**src/rtl/spi_ram_pkg.sv**
```systemverilog
// ============================================================================
// Module   : spi_ram_pkg
// Brief    : Shared FSM state encoding and opcode constants for the SPI RAM
//            slave and its testbench.
// Revision : 1.0 - initial release
// ============================================================================
`default_nettype none

package spi_ram_pkg;

    // Transaction-level states of the slave
    typedef enum logic [2:0] {
        IDLE    = 3'd0,
        CMD     = 3'd1,
        WR_ADDR = 3'd2,
        WR_DATA = 3'd3,
        RD_ADDR = 3'd4,
        RD_WAIT = 3'd5,
        RD_DATA = 3'd6,
        HOLD    = 3'd7
    } state_t;

    // Two-bit opcode received MSB first right after the frame opens
    localparam logic [1:0] OP_WR_ADDR = 2'b00;
    localparam logic [1:0] OP_WR_DATA = 2'b01;
    localparam logic [1:0] OP_RD_ADDR = 2'b10;
    localparam logic [1:0] OP_RD_DATA = 2'b11;

endpackage

`default_nettype wire

```
**src/rtl/spi_ram_mem.sv**
```systemverilog
// ============================================================================
// Module   : spi_ram_mem
// Brief    : Single-port synchronous RAM, DATA_W x MEM_DEPTH, registered read.
//            Contents are never reset.
// Revision : 1.0 - initial release
// ============================================================================
`default_nettype none

module spi_ram_mem #(
    parameter int DATA_W    = 8,
    parameter int ADDR_W    = 8,
    parameter int MEM_DEPTH = 256
) (
    input  logic              clk,
    input  logic              i_we,
    input  logic              i_re,
    input  logic [ADDR_W-1:0] i_addr,
    input  logic [DATA_W-1:0] i_wdata,
    output logic [DATA_W-1:0] o_rdata
);

    logic [DATA_W-1:0] r_mem [MEM_DEPTH];
    logic [DATA_W-1:0] r_rdata;

    // Write port and registered read share one address; the controller never
    // asserts both enables on the same edge.
    always_ff @(posedge clk) begin
        if (i_we) begin
            r_mem[i_addr] <= i_wdata;
        end
        if (i_re) begin
            r_rdata <= r_mem[i_addr];
        end
    end

    assign o_rdata = r_rdata;

endmodule

`default_nettype wire

```
**src/rtl/spi_ram_slave_p.sv**
```systemverilog
// ============================================================================
// Module   : spi_ram_slave_p
// Brief    : Clock-sampled SPI slave fronting a small RAM. Each SS_n-low frame
//            carries a 2-bit opcode followed by an address load, a write burst
//            or a gap-free read burst. Out-of-range addresses raise a sticky
//            addr_err and disable the affected pointer until reloaded.
// Revision : 1.0 - initial release
// ============================================================================
`default_nettype none

module spi_ram_slave_p #(
    parameter int DATA_W    = 8,
    parameter int ADDR_W    = 8,
    parameter int MEM_DEPTH = 256
) (
    input  logic clk,
    input  logic rst,
    input  logic SS_n,
    input  logic MOSI,
    output logic MISO,
    output logic busy,
    output logic addr_err
);

    import spi_ram_pkg::*;

    localparam int c_MAX_W  = (DATA_W > ADDR_W) ? DATA_W : ADDR_W;
    localparam int c_CNT_W  = $clog2(c_MAX_W);
    localparam int c_DIDX_W = $clog2(DATA_W);

    localparam logic [c_CNT_W-1:0] c_CNT_ONE   = c_CNT_W'(1);
    localparam logic [c_CNT_W-1:0] c_ADDR_LAST = c_CNT_W'(ADDR_W - 1);
    localparam logic [c_CNT_W-1:0] c_DATA_LAST = c_CNT_W'(DATA_W - 1);
    localparam logic [ADDR_W:0]    c_MEM_LAST  = (ADDR_W + 1)'(MEM_DEPTH - 1);

    state_t               r_state;
    state_t               w_state_nxt;
    logic [c_CNT_W-1:0]   r_bit_cnt;
    logic [c_CNT_W-1:0]   w_cnt_nxt;

    // Only the bits preceding the current MOSI bit need storing
    logic [c_MAX_W-2:0]   r_shift;
    logic [c_MAX_W-1:0]   w_shift_nxt;
    logic                 r_op_msb;

    logic [ADDR_W-1:0]    r_wr_addr;
    logic [ADDR_W-1:0]    r_rd_addr;
    logic                 r_wr_bad;
    logic                 r_rd_bad;
    logic                 r_rd_zero;
    logic                 r_addr_err;
    logic                 r_miso;

    logic                 w_shift_en;
    logic                 w_op_cap;
    logic                 w_wr_load;
    logic                 w_rd_load;
    logic                 w_wr_word;
    logic                 w_rd_fetch;
    logic                 w_rd_inc;
    logic                 w_miso_nxt;

    logic [ADDR_W-1:0]    w_load_addr;
    logic                 w_load_bad;
    logic [ADDR_W-1:0]    w_mem_addr;
    logic                 w_mem_we;
    logic                 w_mem_re;
    logic [DATA_W-1:0]    w_mem_rdata;
    logic [DATA_W-1:0]    w_rd_word;
    logic [c_DIDX_W-1:0]  w_rd_idx;

    // Pointer increment with wrap at the last implemented word
    function automatic logic [ADDR_W-1:0] next_addr(input logic [ADDR_W-1:0] a);
        if ({1'b0, a} == c_MEM_LAST) begin
            next_addr = '0;
        end else begin
            next_addr = a + ADDR_W'(1);
        end
    endfunction

    assign w_shift_nxt = {r_shift, MOSI};
    assign w_load_addr = w_shift_nxt[ADDR_W-1:0];
    assign w_load_bad  = ({1'b0, w_load_addr} > c_MEM_LAST);

    // A disabled pointer never touches the array; reads of it come back as zero
    assign w_mem_we   = w_wr_word & ~r_wr_bad;
    assign w_mem_re   = w_rd_fetch & ~r_rd_bad;
    assign w_mem_addr = w_wr_word ? r_wr_addr
                      : (w_rd_inc ? next_addr(r_rd_addr) : r_rd_addr);

    // The RAM read register doubles as the outgoing word; bits are picked MSB first
    assign w_rd_word = r_rd_zero ? '0 : w_mem_rdata;
    assign w_rd_idx  = c_DIDX_W'(c_DATA_LAST - r_bit_cnt);

    // State and bit counter register
    always_ff @(posedge clk or posedge rst) begin
        if (rst) begin
            r_state   <= IDLE;
            r_bit_cnt <= '0;
        end else begin
            r_state   <= w_state_nxt;
            r_bit_cnt <= w_cnt_nxt;
        end
    end

    // Next-state decode and per-edge datapath strobes
    always_comb begin
        w_state_nxt = r_state;
        w_cnt_nxt   = r_bit_cnt;
        w_shift_en  = 1'b0;
        w_op_cap    = 1'b0;
        w_wr_load   = 1'b0;
        w_rd_load   = 1'b0;
        w_wr_word   = 1'b0;
        w_rd_fetch  = 1'b0;
        w_rd_inc    = 1'b0;
        w_miso_nxt  = 1'b0;
        if (SS_n) begin
            // Frame closed: any partial word or address is dropped
            w_state_nxt = IDLE;
            w_cnt_nxt   = '0;
        end else begin
            case (r_state)
                IDLE: begin
                    w_state_nxt = CMD;
                    w_cnt_nxt   = '0;
                end
                CMD: begin
                    if (r_bit_cnt == '0) begin
                        w_op_cap  = 1'b1;
                        w_cnt_nxt = c_CNT_ONE;
                    end else begin
                        w_cnt_nxt = '0;
                        case ({r_op_msb, MOSI})
                            OP_WR_ADDR: w_state_nxt = WR_ADDR;
                            OP_WR_DATA: w_state_nxt = WR_DATA;
                            OP_RD_ADDR: w_state_nxt = RD_ADDR;
                            default:    w_state_nxt = RD_WAIT;
                        endcase
                    end
                end
                WR_ADDR, RD_ADDR: begin
                    w_shift_en = 1'b1;
                    if (r_bit_cnt == c_ADDR_LAST) begin
                        w_wr_load   = (r_state == WR_ADDR);
                        w_rd_load   = (r_state == RD_ADDR);
                        w_state_nxt = HOLD;
                        w_cnt_nxt   = '0;
                    end else begin
                        w_cnt_nxt = r_bit_cnt + c_CNT_ONE;
                    end
                end
                WR_DATA: begin
                    w_shift_en = 1'b1;
                    if (r_bit_cnt == c_DATA_LAST) begin
                        w_wr_word = 1'b1;
                        w_cnt_nxt = '0;
                    end else begin
                        w_cnt_nxt = r_bit_cnt + c_CNT_ONE;
                    end
                end
                RD_WAIT: begin
                    w_rd_fetch  = 1'b1;
                    w_state_nxt = RD_DATA;
                    w_cnt_nxt   = '0;
                end
                RD_DATA: begin
                    w_miso_nxt = w_rd_word[w_rd_idx];
                    if (r_bit_cnt == c_DATA_LAST) begin
                        // Prefetch the following word while its predecessor's LSB goes out
                        w_rd_fetch = 1'b1;
                        w_rd_inc   = 1'b1;
                        w_cnt_nxt  = '0;
                    end else begin
                        w_cnt_nxt = r_bit_cnt + c_CNT_ONE;
                    end
                end
                HOLD: begin
                    w_state_nxt = HOLD;
                end
                default: begin
                    w_state_nxt = IDLE;
                    w_cnt_nxt   = '0;
                end
            endcase
        end
    end

    // Shift-in, opcode MSB, address pointers, error flag and MISO register
    always_ff @(posedge clk or posedge rst) begin
        if (rst) begin
            r_shift    <= '0;
            r_op_msb   <= 1'b0;
            r_wr_addr  <= '0;
            r_rd_addr  <= '0;
            r_wr_bad   <= 1'b0;
            r_rd_bad   <= 1'b0;
            r_rd_zero  <= 1'b0;
            r_addr_err <= 1'b0;
            r_miso     <= 1'b0;
        end else begin
            if (w_shift_en) begin
                r_shift <= w_shift_nxt[c_MAX_W-2:0];
            end
            if (w_op_cap) begin
                r_op_msb <= MOSI;
            end
            if (w_wr_load) begin
                r_wr_addr <= w_load_addr;
                r_wr_bad  <= w_load_bad;
            end else if (w_wr_word) begin
                r_wr_addr <= next_addr(r_wr_addr);
            end
            if (w_rd_load) begin
                r_rd_addr <= w_load_addr;
                r_rd_bad  <= w_load_bad;
            end else if (w_rd_inc) begin
                r_rd_addr <= next_addr(r_rd_addr);
            end
            if (w_rd_fetch) begin
                r_rd_zero <= r_rd_bad;
            end
            if ((w_wr_load || w_rd_load) && w_load_bad) begin
                r_addr_err <= 1'b1;
            end
            r_miso <= w_miso_nxt;
        end
    end

    spi_ram_mem #(
        .DATA_W    (DATA_W),
        .ADDR_W    (ADDR_W),
        .MEM_DEPTH (MEM_DEPTH)
    ) u_mem (
        .clk     (clk),
        .i_we    (w_mem_we),
        .i_re    (w_mem_re),
        .i_addr  (w_mem_addr),
        .i_wdata (w_shift_nxt[DATA_W-1:0]),
        .o_rdata (w_mem_rdata)
    );

    assign MISO     = r_miso;
    assign busy     = (r_state != IDLE);
    assign addr_err = r_addr_err;

endmodule

`default_nettype wire

```
**config.mk**
```make
export PLATFORM = sky130hd
export DESIGN_NAME = spi_ram_slave_p
export DESIGN_NICKNAME = d
export VERILOG_FILES = /design/src/rtl/spi_ram_pkg.sv /design/src/rtl/spi_ram_mem.sv /design/src/rtl/spi_ram_slave_p.sv
export SDC_FILE = /design/constraint.sdc
export NUM_CORES = 2
export LEC_CHECK = 0
export ABC_AREA = 1
export CAP_MARGIN = 15
export CORE_ASPECT_RATIO = 1.5
export CORE_MARGIN = 5
export CORE_UTILIZATION = 60
export DETAILED_ROUTE_END_ITERATION = 10
export PLACE_DENSITY = 0.79
export SYNTH_ARGS = -nofsm -noshare
export SYNTH_HDL_FRONTEND = slang
export SYNTH_HIERARCHICAL = 1
export SYNTH_SLANG_ARGS = --single-unit
export TNS_END_PERCENT = 10
```
**constraint.sdc**
```tcl
create_clock -name clk -period 5.7 [get_ports clk]
set_clock_uncertainty 0.15 [all_clocks]
set_input_delay 0.57 -clock clk [delete_from_list [all_inputs] [get_ports clk]]
set_output_delay 0.57 -clock clk [all_outputs]
set_load 0.02 [all_outputs]
```
==> impl_metrics.toml <==
[worst_hold_path]
worstHoldEndpoint = "u_mem/r_mem[158][0]$_DFFE_PP_"
min-delay-start = "MOSI"
whs_path_depth = 1
hp-class = "input pin to register"

[clock_network]
numCtsBuffers = 177
cts_resized = 0
cts_tree = "done"
numClockSinks = 2087
clockBufferDepth = 3
insertion_delay_ns = 0.81
htreeDepth = 4
cts_root_buf = "clkbuf_16"
cts.clk_slew.worst_paths_ns = 0.07

[timing]
max_freq_mhz = 198
rsz0062_at_grt = "no"
finalSetupTns_ns = 0
max-slew-margin-rel_pct = 25.2
final_hold_viol_count = 0
post-route-period-util_pct = 88.7
fin_crit_ns = 5.06
worst_pin_slew_ns = 1.12
finalSetupViolations = 0
slew_viol_final = 0

[finish]
layout_commonest_cell = "nand2_1"
postLayoutCoreUtil_pct = 66.0
syn2layout_area_growth_pct = 9.50
nets = 8270
final_cell_mix = "nand2_1 (4885), edfxtp_1 (2056), nor2_1 (380)"
finalNonFillerCells = 10321
layout-drive-gt1-share_pct = 5.79

[power_and_ir_drop]
peakVddDrop_mv = 0.551
p_leak_nw = 37.6
p_int_mw = 25.8
clockPowerShare_pct = 36.5
netSwitchingFraction_pct = 23.5
p_seq_share_pct = 56.8
comb_power_share_pct = 6.7
power_mw = 33.7
switchingPower_mw = 7.92
power.density_mw_per_mm2 = 354

[critical_path]
cp.required_ns = 6.21
reg2reg_slack_ns = 0.64
r2r_end = "u_mem/o_rdata[6]$_DFFE_PP_"
r2r_cells = 20
timing.rr.start = "r_bit_cnt[0]$_DFFE_PP0P_"
worstPathMaxFanout = 58
cp-end-kind = "register"
crit_arrival_ns = 5.57
cp-start-kind = "register"
critPathKind = "register to register"

[die]
io-pin-count = 7
die_x_um = 321
initial_core_util_pct = 60.3
die-area_mm2 = 0.153
coreArea_mm2 = 0.144
die_h_um = 477
rows = 171

[placement]
dp_hpwl_mm = 143
io_buffer_count = 5
dp_cells = 9983
gp_congestion = 0.938

[drt]
drtPass1Iterations = 8
vias = 60472
drtIter0Drc = 7435
drc = 0
wl_per_cell_um = 23.2
totalWireLength_mm = 239
ant_nets = 0
vias_per_cell = 5.86

[grt]
grt_pass1_wl_mm = 356
grt_overflow = 0
antenna_found_initial = 9
grt_max_degree = 169
grt.total_usage_pct = 30.8
grt_pass1_vias = 58811

[logic_synthesis]
synth.yosys.warnings = 6
synthesis.area_mm2 = 0.0871
synthCells = 8325
syn-num-nets = 8335
ys_seq_area_share_pct = 71.8
syn_avg_cell_area_um2 = 10.5
synth_cell_type_count = 36
synth-seq-cells = 2087

[flow_run]
cap_violations = 0

[status]
status = "completed"
[final cells by class]
class / count / area (um^2)
antenna: 6 / 15.0
clock buffer: 207 / 4610
tap: 1903 / 2380
inverter: 68 / 289
fill: 10230 / 49100
timing repair buffer: 180 / 1820
multi-input combinational: 5746 / 22400
sequential: 2087 / 62500
clock inverter: 124 / 1280
[power groups by stage]
stage               clock (mW)  combinational, mW  sequential [mW]
finish                    12.3               2.26             19.2
global route              13.1               2.37             19.2
CTS                       12.4               2.25             19.1
detailed placement           0               2.24             19.5
global placement             0               2.17             19.5
floorplan                    0              0.240             20.3
[cell families (layout without fill, tap and decap cells)]
family	count (synthesis)	after routing	share of synthesized area, %
AO/OA/AOI/OAI	225	225	1.34
XOR/XNOR	5	5	0.0503
adder cells (fa/ha/maj)	6	6	0.0862
buffers and inverters	492	579	2.51
flip-flops	2087	2087	71.8
other	1	7	0.00431
AND/OR/NAND/NOR	5509	5509	24.2
[worst max path at each step]
stage,startpoint,endpoint,slack [ns],cells past startpoint
2_1_floorplan,r_shift[2]$_DFFE_PP0P_,u_mem/r_mem[0][3]$_DFFE_PP_,1.51,0
3_3_place_gp,SS_n,u_mem/o_rdata[0]$_DFFE_PP_,0.64,24
3_5_place_dp,SS_n,u_mem/o_rdata[6]$_DFFE_PP_,0.58,23
4_1_cts,r_bit_cnt[0]$_DFFE_PP0P_,u_mem/o_rdata[6]$_DFFE_PP_,0.78,20
5_1_grt,r_bit_cnt[0]$_DFFE_PP0P_,u_mem/o_rdata[6]$_DFFE_PP_,0.57,20
6_report,r_bit_cnt[0]$_DFFE_PP0P_,u_mem/o_rdata[6]$_DFFE_PP_,0.64,20
[through the flow]
stage | worst slack, ns | instance area [um^2] | hold slack (ns)
after floorplan | 1.51 | 87100 | 0.320
after global placement | 0.636 | 89400 | 0.356
after detailed placement | 0.579 | 89400 | 0.368
after CTS | 0.784 | 95300 | 0.136
after global routing | 0.571 | 95300 | 0.155
final | 0.644 | 95300 | 0.159
[synth_stat cells]
| cell type | instances | area share [%] |
|---|---|---|
| inv_1 | 57 | 0.25 |
| ha_1 | 6 | 0.086 |
| o22ai_1 | 1 | 0.0072 |
| buf_4 | 10 | 0.086 |
| a21oi_1 | 34 | 0.20 |
| inv_2 | 8 | 0.034 |
| nand3_2 | 2 | 0.023 |
| o21ai_2 | 4 | 0.040 |
| nand2_1 | 4887 | 21 |
| dfrtp_1 | 31 | 0.89 |
| nor3_4 | 1 | 0.019 |
| buf_2 | 183 | 1.1 |
| o21ai_0 | 55 | 0.32 |
| buf_1 | 52 | 0.22 |
| xor2_1 | 4 | 0.040 |
| clkinv_1 | 1 | 0.0043 |
| o211ai_1 | 3 | 0.026 |
| nor2_2 | 4 | 0.029 |
| nand4_1 | 9 | 0.065 |
| nor2_8 | 2 | 0.046 |
| inv_4 | 2 | 0.014 |
| o21ai_1 | 124 | 0.71 |
| clkbuf_1 | 170 | 0.73 |
| o21bai_2 | 1 | 0.013 |
| a21oi_2 | 2 | 0.020 |
| buf_6 | 9 | 0.12 |
| nor2_1 | 385 | 1.7 |
| nand2_4 | 1 | 0.013 |
| nand3b_1 | 1 | 0.0086 |
| xnor2_1 | 1 | 0.010 |
| a31o_2 | 1 | 0.010 |
| conb_1 | 1 | 0.0043 |
| nand2_2 | 5 | 0.036 |
| nor3_2 | 1 | 0.011 |
| nand3_1 | 211 | 1.2 |
| edfxtp_1 | 2056 | 71 |
[routing by layer]
metal | up-vias | wire, um | global-route usage, %
met4 | 2 | 22400 | 23.6
met5 | - | 13 | 0
met2 | 3700 | 116000 | 50.2
met1 | 28707 | 78600 | 36.1
li1 | 27153 | - | -
met3 | 910 | 22700 | 6.13
[worst max-delay path: stages, from the launching register on]
cell	delay, ns
dfrtp_1	0.56
ha_1	0.25
ha_1	0.25
nand4_1	0.13
inv_1	0.37
nand2_1	0.17
nand2_4	0.31
buf_4	0.26
buf_4	0.54
nand2_1	0.10
nand2_1	0.12
nand2_1	0.07
nand2_1	0.17
nand2_1	0.07
nand2_1	0.23
o21ai_1	0.11
nand2_1	0.08
nor2_1	0.06
nor2_1	0.51
nor2_1	0.22
nand2_1	0.13
[sequential cells by signal, summed over array words and instances (netlist names)]
| name | cells |
|---|---|
| u_mem/o_rdata | 8 |
| r_rd_addr | 8 |
| MISO | 1 |
| r_shift | 7 |
| r_op_msb | 1 |
| r_state | 3 |
| u_mem/r_mem | 2048 |
| r_wr_addr | 8 |
| r_bit_cnt | 3 |
[timing repair]
| action | 4_1_cts | 5_1_grt |
|---|---|---|
| endpoints found under the hold margin | 12 | 0 |
| setup buffers | 0 | 0 |
| hold buffers | 1 | 0 |
(Power assumes the default switching activity.)
